===== config.mk =====
export PLATFORM = sky130hd
export DESIGN_NAME = fsic_serdes_link_init_flat
export DESIGN_NICKNAME = d
export VERILOG_FILES = /design/src/rtl/fsic_serdes_link_init_pkg.sv /design/src/rtl/fsic_serdes_link_init_if.sv /design/src/rtl/fsic_serdes_link_init_cfg_cnt.sv /design/src/rtl/fsic_serdes_link_init.sv /design/src/flat_wrapper.sv
export SDC_FILE = /design/constraint.sdc
export NUM_CORES = 1
export LEC_CHECK = 0
export BUFFER_PORTS_ARGS = -buffer_cell sky130_fd_sc_hd__buf_4
export CAP_MARGIN = 20
export CELL_PAD_IN_SITES_DETAIL_PLACEMENT = 2
export CELL_PAD_IN_SITES_GLOBAL_PLACEMENT = 2
export CORE_MARGIN = 4
export CORE_UTILIZATION = 25
export CTS_BUF_LIST = sky130_fd_sc_hd__clkbuf_8
export CTS_CLUSTER_SIZE = 25
export DETAILED_ROUTE_END_ITERATION = 8
export PLACE_DENSITY_LB_ADDON = 0.1
export REMOVE_ABC_BUFFERS = 1
export SLEW_MARGIN = 20
export SYNTH_ARGS = -nofsm -noshare
export SYNTH_HDL_FRONTEND = slang
export SYNTH_SLANG_ARGS = --single-unit

===== constraint.sdc =====
create_clock -name axi_clk -period 2.9 [get_ports axi_clk]
set_input_delay 0.58 -clock axi_clk [delete_from_list [all_inputs] [get_ports axi_clk]]
set_output_delay 0.58 -clock axi_clk [all_outputs]
set_load 0.02 [all_outputs]

===== src/rtl/fsic_serdes_link_init_pkg.sv =====
// rtl/fsic_serdes_link_init_pkg.sv - shared types and constants for the serdes link bring-up master
package fsic_serdes_init_pkg;

    typedef enum logic [2:0] {
        ST_IDLE,
        ST_WR_RX,
        ST_DLY,
        ST_WR_TX,
        ST_RD_ADDR,
        ST_RD_DATA,
        ST_DONE,
        ST_ERR
    } init_state_e;

    localparam logic [11:0] SERDES_CTRL_OFFSET = 12'h000;

    localparam int RXEN_BIT = 0;
    localparam int TXEN_BIT = 1;

    localparam logic [1:0] ERR_NONE       = 2'b00;
    localparam logic [1:0] ERR_WR_TIMEOUT = 2'b01;
    localparam logic [1:0] ERR_RD_TIMEOUT = 2'b10;
    localparam logic [1:0] ERR_MISMATCH   = 2'b11;

endpackage


===== src/rtl/fsic_serdes_link_init_if.sv =====
// rtl/fsic_serdes_link_init_if.sv - AXI-Lite aw/w/ar/r channels toward the serdes config port
// master: driven by fsic_serdes_link_init; slave: the serdes register block.
interface fsic_serdes_link_init_if #(
    parameter int pADDR_WIDTH = 12,
    parameter int pDATA_WIDTH = 32
) ();
    logic                   axi_awvalid;
    logic [pADDR_WIDTH-1:0] axi_awaddr;
    logic                   axi_awready;
    logic                   axi_wvalid;
    logic [pDATA_WIDTH-1:0] axi_wdata;
    logic [3:0]             axi_wstrb;
    logic                   axi_wready;
    logic                   axi_arvalid;
    logic [pADDR_WIDTH-1:0] axi_araddr;
    logic                   axi_arready;
    logic                   axi_rvalid;
    logic [pDATA_WIDTH-1:0] axi_rdata;
    logic                   axi_rready;

    modport master (
        output axi_awvalid, axi_awaddr, input axi_awready,
        output axi_wvalid, axi_wdata, axi_wstrb, input axi_wready,
        output axi_arvalid, axi_araddr, input axi_arready,
        input axi_rvalid, axi_rdata, output axi_rready
    );

    modport slave (
        input axi_awvalid, axi_awaddr, output axi_awready,
        input axi_wvalid, axi_wdata, axi_wstrb, output axi_wready,
        input axi_arvalid, axi_araddr, output axi_arready,
        output axi_rvalid, axi_rdata, input axi_rready
    );
endinterface


===== src/rtl/fsic_serdes_link_init_cfg_cnt.sv =====
// rtl/fsic_serdes_link_init_cfg_cnt.sv - saturating up-counter with terminal flag for delay and timeout
// Ports: axi_clk/axi_reset_n clock and async active-low reset; clr restarts at 0;
// en advances; limit sets the terminal count; term is high once count >= limit-1.
module fsic_cfg_cnt #(
    parameter int pWIDTH = 8
) (
    input  logic              axi_clk,
    input  logic              axi_reset_n,
    input  logic              clr,
    input  logic              en,
    input  logic [pWIDTH-1:0] limit,
    output logic              term
);
    logic [pWIDTH-1:0] count;

    always_ff @(posedge axi_clk or negedge axi_reset_n) begin
        if (!axi_reset_n) begin
            count <= '0;
        end else if (clr) begin
            count <= '0;
        end else if (en && (count != '1)) begin
            count <= count + 1'b1;
        end
    end

    // count starts at 0 in the first cycle of a phase, so limit-1 marks the
    // last cycle of a phase that lasts limit cycles.
    assign term = (count >= (limit - 1'b1));
endmodule


===== src/rtl/fsic_serdes_link_init.sv =====
// rtl/fsic_serdes_link_init.sv - AXI-Lite master bringing up the serdes link (rxen, then rxen+txen, readback)
// Ports: axi_clk, axi_reset_n (async active-low); start pulse; busy/done/error/err_code status;
// cc_ls_enable high while busy; cfg carries the aw/w/ar/r channels as master.
module fsic_serdes_link_init
    import fsic_serdes_init_pkg::*;
#(
    parameter int pADDR_WIDTH = 12,
    parameter int pDATA_WIDTH = 32,
    parameter int pTX_DELAY   = 16,
    parameter int pTIMEOUT    = 255
) (
    input  logic       axi_clk,
    input  logic       axi_reset_n,
    input  logic       start,
    output logic       busy,
    output logic       done,
    output logic       error,
    output logic [1:0] err_code,
    output logic       cc_ls_enable,
    fsic_serdes_link_init_if.master cfg
);
    localparam int CNT_MAX = (pTX_DELAY > pTIMEOUT) ? pTX_DELAY : pTIMEOUT;
    localparam int CNT_W   = $clog2(CNT_MAX + 1);

    localparam logic [pADDR_WIDTH-1:0] CTRL_ADDR = pADDR_WIDTH'(SERDES_CTRL_OFFSET);
    localparam logic [pDATA_WIDTH-1:0] RX_WORD   = pDATA_WIDTH'(1 << RXEN_BIT);
    localparam logic [pDATA_WIDTH-1:0] TX_WORD   = pDATA_WIDTH'((1 << RXEN_BIT) | (1 << TXEN_BIT));

    init_state_e        state;
    logic               aw_done, w_done;
    logic               aw_hs, w_hs, ar_hs, r_hs, wr_ok;
    logic               phase_ok, in_hs_phase, start_acc;
    logic               cnt_clr, cnt_en, cnt_term;
    logic [CNT_W-1:0]   cnt_limit;
    logic               unused_rdata;

    assign aw_hs = cfg.axi_awvalid & cfg.axi_awready;
    assign w_hs  = cfg.axi_wvalid & cfg.axi_wready;
    assign ar_hs = cfg.axi_arvalid & cfg.axi_arready;
    assign r_hs  = cfg.axi_rready & cfg.axi_rvalid;
    // A write phase completes once both channels have handshaken, now or earlier.
    assign wr_ok = (aw_done | aw_hs) & (w_done | w_hs);

    always_comb begin
        phase_ok = 1'b0;
        case (state)
            ST_WR_RX, ST_WR_TX: phase_ok = wr_ok;
            ST_DLY:             phase_ok = cnt_term;
            ST_RD_ADDR:         phase_ok = ar_hs;
            ST_RD_DATA:         phase_ok = r_hs;
            default:            phase_ok = 1'b0;
        endcase
    end

    assign in_hs_phase = state inside {ST_WR_RX, ST_WR_TX, ST_RD_ADDR, ST_RD_DATA};
    assign start_acc   = start & (state inside {ST_IDLE, ST_DONE, ST_ERR});
    // Clear on every state change so each phase counts from 0 in its first cycle.
    assign cnt_clr     = start_acc | phase_ok | (in_hs_phase & cnt_term);
    assign cnt_en      = !(state inside {ST_IDLE, ST_DONE, ST_ERR});
    assign cnt_limit   = (state == ST_DLY) ? CNT_W'(pTX_DELAY) : CNT_W'(pTIMEOUT);
    assign unused_rdata = ^cfg.axi_rdata[pDATA_WIDTH-1:2];

    fsic_cfg_cnt #(.pWIDTH(CNT_W)) u_cnt (
        .axi_clk     (axi_clk),
        .axi_reset_n (axi_reset_n),
        .clr         (cnt_clr),
        .en          (cnt_en),
        .limit       (cnt_limit),
        .term        (cnt_term)
    );

    always_ff @(posedge axi_clk or negedge axi_reset_n) begin
        if (!axi_reset_n) begin
            state            <= ST_IDLE;
            aw_done          <= 1'b0;
            w_done           <= 1'b0;
            busy             <= 1'b0;
            cc_ls_enable     <= 1'b0;
            done             <= 1'b0;
            error            <= 1'b0;
            err_code         <= ERR_NONE;
            cfg.axi_awvalid  <= 1'b0;
            cfg.axi_awaddr   <= '0;
            cfg.axi_wvalid   <= 1'b0;
            cfg.axi_wdata    <= '0;
            cfg.axi_wstrb    <= 4'h0;
            cfg.axi_arvalid  <= 1'b0;
            cfg.axi_araddr   <= '0;
            cfg.axi_rready   <= 1'b0;
        end else begin
            // Each write channel drops its valid the cycle after its own ready.
            if (aw_hs) begin
                cfg.axi_awvalid <= 1'b0;
                aw_done         <= 1'b1;
            end
            if (w_hs) begin
                cfg.axi_wvalid <= 1'b0;
                w_done         <= 1'b1;
            end

            case (state)
                ST_IDLE, ST_DONE, ST_ERR: begin
                    if (start) begin
                        state           <= ST_WR_RX;
                        busy            <= 1'b1;
                        cc_ls_enable    <= 1'b1;
                        done            <= 1'b0;
                        error           <= 1'b0;
                        err_code        <= ERR_NONE;
                        cfg.axi_awvalid <= 1'b1;
                        cfg.axi_awaddr  <= CTRL_ADDR;
                        cfg.axi_wvalid  <= 1'b1;
                        cfg.axi_wdata   <= RX_WORD;
                        cfg.axi_wstrb   <= 4'hF;
                        aw_done         <= 1'b0;
                        w_done          <= 1'b0;
                    end
                end
                ST_WR_RX, ST_WR_TX: begin
                    if (wr_ok) begin
                        if (state == ST_WR_RX) begin
                            state <= ST_DLY;
                        end else begin
                            state           <= ST_RD_ADDR;
                            cfg.axi_arvalid <= 1'b1;
                            cfg.axi_araddr  <= CTRL_ADDR;
                        end
                    end else if (cnt_term) begin
                        state           <= ST_ERR;
                        cfg.axi_awvalid <= 1'b0;
                        cfg.axi_wvalid  <= 1'b0;
                        busy            <= 1'b0;
                        cc_ls_enable    <= 1'b0;
                        error           <= 1'b1;
                        err_code        <= ERR_WR_TIMEOUT;
                    end
                end
                ST_DLY: begin
                    if (cnt_term) begin
                        state           <= ST_WR_TX;
                        cfg.axi_awvalid <= 1'b1;
                        cfg.axi_wvalid  <= 1'b1;
                        cfg.axi_wdata   <= TX_WORD;
                        aw_done         <= 1'b0;
                        w_done          <= 1'b0;
                    end
                end
                ST_RD_ADDR: begin
                    if (ar_hs) begin
                        state           <= ST_RD_DATA;
                        cfg.axi_arvalid <= 1'b0;
                        cfg.axi_rready  <= 1'b1;
                    end else if (cnt_term) begin
                        state           <= ST_ERR;
                        cfg.axi_arvalid <= 1'b0;
                        busy            <= 1'b0;
                        cc_ls_enable    <= 1'b0;
                        error           <= 1'b1;
                        err_code        <= ERR_RD_TIMEOUT;
                    end
                end
                ST_RD_DATA: begin
                    if (r_hs) begin
                        cfg.axi_rready <= 1'b0;
                        busy           <= 1'b0;
                        cc_ls_enable   <= 1'b0;
                        if (cfg.axi_rdata[1:0] == 2'b11) begin
                            state <= ST_DONE;
                            done  <= 1'b1;
                        end else begin
                            state    <= ST_ERR;
                            error    <= 1'b1;
                            err_code <= ERR_MISMATCH;
                        end
                    end else if (cnt_term) begin
                        state          <= ST_ERR;
                        cfg.axi_rready <= 1'b0;
                        busy           <= 1'b0;
                        cc_ls_enable   <= 1'b0;
                        error          <= 1'b1;
                        err_code       <= ERR_RD_TIMEOUT;
                    end
                end
                default: state <= ST_IDLE;
            endcase
        end
    end
endmodule


===== src/flat_wrapper.sv =====
// flat-port wrapper written by rule: the top's interface ports become plain ports
module fsic_serdes_link_init_flat import fsic_serdes_init_pkg::*;
#(
    parameter int pADDR_WIDTH = 12,
    parameter int pDATA_WIDTH = 32,
    parameter int pTX_DELAY   = 16,
    parameter int pTIMEOUT    = 255
)
  (axi_clk, axi_reset_n, start, busy, done, error, err_code, cc_ls_enable, cfg_axi_awvalid, cfg_axi_awaddr, cfg_axi_awready, cfg_axi_wvalid, cfg_axi_wdata, cfg_axi_wstrb, cfg_axi_wready, cfg_axi_arvalid, cfg_axi_araddr, cfg_axi_arready, cfg_axi_rvalid, cfg_axi_rdata, cfg_axi_rready);
  fsic_serdes_link_init_if #(.pADDR_WIDTH(pADDR_WIDTH), .pDATA_WIDTH(pDATA_WIDTH)) cfg_i ();
  input  logic axi_clk;
  input  logic axi_reset_n;
  input  logic start;
  output logic busy;
  output logic done;
  output logic error;
  output logic [1:0] err_code;
  output logic cc_ls_enable;
  output wire logic [$bits(cfg_i.axi_awvalid)-1:0] cfg_axi_awvalid;
  output wire logic [$bits(cfg_i.axi_awaddr)-1:0] cfg_axi_awaddr;
  input wire logic [$bits(cfg_i.axi_awready)-1:0] cfg_axi_awready;
  output wire logic [$bits(cfg_i.axi_wvalid)-1:0] cfg_axi_wvalid;
  output wire logic [$bits(cfg_i.axi_wdata)-1:0] cfg_axi_wdata;
  output wire logic [$bits(cfg_i.axi_wstrb)-1:0] cfg_axi_wstrb;
  input wire logic [$bits(cfg_i.axi_wready)-1:0] cfg_axi_wready;
  output wire logic [$bits(cfg_i.axi_arvalid)-1:0] cfg_axi_arvalid;
  output wire logic [$bits(cfg_i.axi_araddr)-1:0] cfg_axi_araddr;
  input wire logic [$bits(cfg_i.axi_arready)-1:0] cfg_axi_arready;
  input wire logic [$bits(cfg_i.axi_rvalid)-1:0] cfg_axi_rvalid;
  input wire logic [$bits(cfg_i.axi_rdata)-1:0] cfg_axi_rdata;
  output wire logic [$bits(cfg_i.axi_rready)-1:0] cfg_axi_rready;
  assign cfg_axi_awvalid = cfg_i.axi_awvalid;
  assign cfg_axi_awaddr = cfg_i.axi_awaddr;
  assign cfg_i.axi_awready = cfg_axi_awready;
  assign cfg_axi_wvalid = cfg_i.axi_wvalid;
  assign cfg_axi_wdata = cfg_i.axi_wdata;
  assign cfg_axi_wstrb = cfg_i.axi_wstrb;
  assign cfg_i.axi_wready = cfg_axi_wready;
  assign cfg_axi_arvalid = cfg_i.axi_arvalid;
  assign cfg_axi_araddr = cfg_i.axi_araddr;
  assign cfg_i.axi_arready = cfg_axi_arready;
  assign cfg_i.axi_rvalid = cfg_axi_rvalid;
  assign cfg_i.axi_rdata = cfg_axi_rdata;
  assign cfg_axi_rready = cfg_i.axi_rready;
  fsic_serdes_link_init #(.pADDR_WIDTH(pADDR_WIDTH), .pDATA_WIDTH(pDATA_WIDTH), .pTX_DELAY(pTX_DELAY), .pTIMEOUT(pTIMEOUT)) u_core (.axi_clk(axi_clk), .axi_reset_n(axi_reset_n), .start(start), .busy(busy), .done(done), .error(error), .err_code(err_code), .cc_ls_enable(cc_ls_enable), .cfg(cfg_i));
endmodule

==> run summary <==
WS Path Type - reg -> reg
average vias per placed instance - 4.29
TritonCTS buffer count - 3
GP Congestion - 0.736
Core ar. - 7330 sq um
Placed Area - 2020 sq um
CTS root buf - clkbuf_8
Stages on worst setup path - 8
Post-DP HPWL - 4120 microns
period utilisation layout - 86.3%
synthesized area - 1920 sq um
Distinct cells, synth - 50
WP buf/inv - 0
Worst Reg2Reg Path Length in Cells - 8
Clock Path Buffers - 2
RSZ-0062 raised after global routing - no
crit path from - u_core.state[0]
count of pins over their slew limit - 0
CTS tree - yes
Hold WC Path Type - in -> async
Post-Synthesis Cells - 216
setup bufs post-CTS - 0
CP peak stage delay - 0.43 ns
r2r startpoint - u_core.state[0]
crit path launch type - flip-flop
Post-synth top flop - dfrtp_1
Skew-Pair Late Insertion Delay - 0.27 ns
Comb pwr share - 12.4%
Cell Int Power - 0.493 mW
Syn Area/Cell - 8.87 sq um
Final nets - 284
Die Width - 95.5 microns
worst path required time - 3.11 ns
Synth async-reset ratio - 100%
commonest non-fill, non-tap cell in the layout - conb_1
Cell Chain, Critical Path - or2_2, nor2_1, ha_1, nor2b_1, nor3_2, a2111oi_2, nand4_2, nor2_1
Slew Limit Headroom - 62.2%
Fin Clk Skew - 0.00458 ns
crit end category - flip-flop
register area share after synthesis - 34.0%
vias in the first global route - 1521
Flop pwr share - 52.2%
initial core utilization - 26.1%
routed length per instance - 15.0 microns
Area Growth Syn to Fin - 8.23%
most frequent cells in the layout - conb_1 (54), buf_4 (30), dfrtp_1 (26), nor2_1 (18), nand2_1 (16)
I/O Buffers - 24
Reg clk slew, reported paths - 0.10 ns
GRT Total Usage - 11.8%
Hold Vio Cnt, Final - 0
max_cap viols - 0
initial antenna violation count - 0
first-pass GRT wire length - 8380 microns
fin area - 2070 sq um
hold_buf cts - 0
CP max stage cell - a2111oi_2
ANT cells - 0
Routed Antenna Nets - 0
top cell family by delay on the critical path - simple AND/OR/NAND/NOR gates
switching power - 0.202 mW
clock share of power - 35.5%
#FFs+latches synth - 26
crit path time final - 2.50 ns
largest net degree at the start of global routing - 27
Rows - 31
H-tree Lvls - 1
Sink Count - 26
area of the die - 9130 sq um
total wire length - 5110 microns
GRT Residual Overflow - 0
CTS resizes - 0
Die H - 95.5 microns
Via Count - 1462
# DRC - 0
Power Density - 335 nW/um^2
drt pass-1 iters - 4
worst vdd ir - 0.000178 V
Setup-failing EPs final - 0
EDFF count, synth - 0
TNS Setup - 0 ns
outcome - completed
Leakage Power - 1.01 nW
share of layout cells above drive strength 1 - 19.4%
Tightest Pin Transition - 0.564 ns
Sw Share - 29.0%
cell repeated most along the worst path - nor2_1
Fmax - 399 MHz
I/O pins - 109
Yosys Warn Count - 0
DRT iter0 DRCs - 68
CP Max Fanout - 7
Critical Path AT - 2.71 ns
[layout make-up]
cell class                 instances  area, sq um
timing repair buffer              30          225
sequential                        26          651
fill                             874         5260
multi-input combinational        176          996
inverter                           6         22.5
clock buffer                       4         55.1
tap                               99          124
[power by group through the flow]
stage | combinational, mW | sequential [mW] | clock, mW
after floorplan | 0.0631 | 0.370 | 0
after global placement | 0.0833 | 0.369 | 0
after detailed placement | 0.0832 | 0.369 | 0
after CTS | 0.0832 | 0.362 | 0.264
after global routing | 0.0936 | 0.362 | 0.278
final | 0.0858 | 0.362 | 0.246
[synth_stat cells (3+ instances only)]
cell type / instances / area share [%]
a21oi_1: 9 / 2.4
buf_4: 57 / 22
dfrtp_1: 26 / 34
inv_1: 6 / 1.2
nand2_1: 16 / 3.1
nand2b_1: 5 / 1.6
nand3_1: 8 / 2.1
nor2_1: 18 / 3.5
nor3_1: 6 / 1.6
o211ai_1: 3 / 1.2
o21ai_0: 6 / 1.6
xnor2_1: 7 / 3.2
[flip-flops by register name, indices dropped and copies added, names as in the netlist]
signal                  count
u_core.u_cnt.count          8
u_core.state                3
u_core.cfg.axi_wdata        2
u_core.err_code             2
u_core.aw_done              1
u_core.busy                 1
u_core.cc_ls_enable         1
u_core.cfg.axi_arvalid      1
u_core.cfg.axi_awvalid      1
u_core.cfg.axi_rready       1
u_core.cfg.axi_wstrb        1
u_core.cfg.axi_wvalid       1
u_core.done                 1
u_core.error                1
u_core.w_done               1
[metal layers]
| metal | vias up | global-route usage, % | share of wire, % |
|---|---|---|---|
| met1 | 718 | 16.5 | 46 |
| li1 | 691 | - | - |
| met5 | - | 0 | 0 |
| met3 | 2 | 2.76 | 7.0 |
| met2 | 51 | 18.7 | 46 |
| met4 | 0 | 1.78 | 0.57 |
[kinds of logic (layout without fill, tap and decap cells)]
family	Yosys count	after routing	share of synthesized area, %
buffers and inverters	67	40	24.4
and+or+nand+nor	71	71	20.0
AOI/OAI and AO/OA	41	41	16.4
other	1	54	0.196
xor gates and xnor gates	7	7	3.20
muxes	1	1	0.523
DFF	26	26	34.0
adders and majority gates	2	2	1.31
[final timing paths]
check | endpoint | slack (ns)
worst max-delay path | u_core.u_cnt.count[2] | 0.40
worst min-delay path | u_core.done | 0.20
worst max register to register | u_core.u_cnt.count[2] | 0.40
worst min register to register | u_core.cfg.axi_wdata[0] | 0.48
max in group asynchronous | u_core.u_cnt.count[4] | 2.43
min in group axi_clk | u_core.cfg.axi_wdata[0] | 0.48
[through the flow]
stage / total power, mW / cells / util [%] / hold WS (ns) / worst slack [ns]
3_3_place_gp: 0.453 / 337 / 27.5 / 0.454 / 0.337
6_report: 0.695 / 341 / 28.3 / 0.200 / 0.397
2_1_floorplan: 0.433 / 208 / - / 0.284 / 0.411
4_1_cts: 0.710 / 341 / 28.3 / 0.209 / 0.309
3_5_place_dp: 0.453 / 337 / 27.5 / 0.462 / 0.346
5_1_grt: 0.734 / 341 / 28.3 / 0.215 / 0.112
No activity file was read; power rests on OpenSTA's default activity.
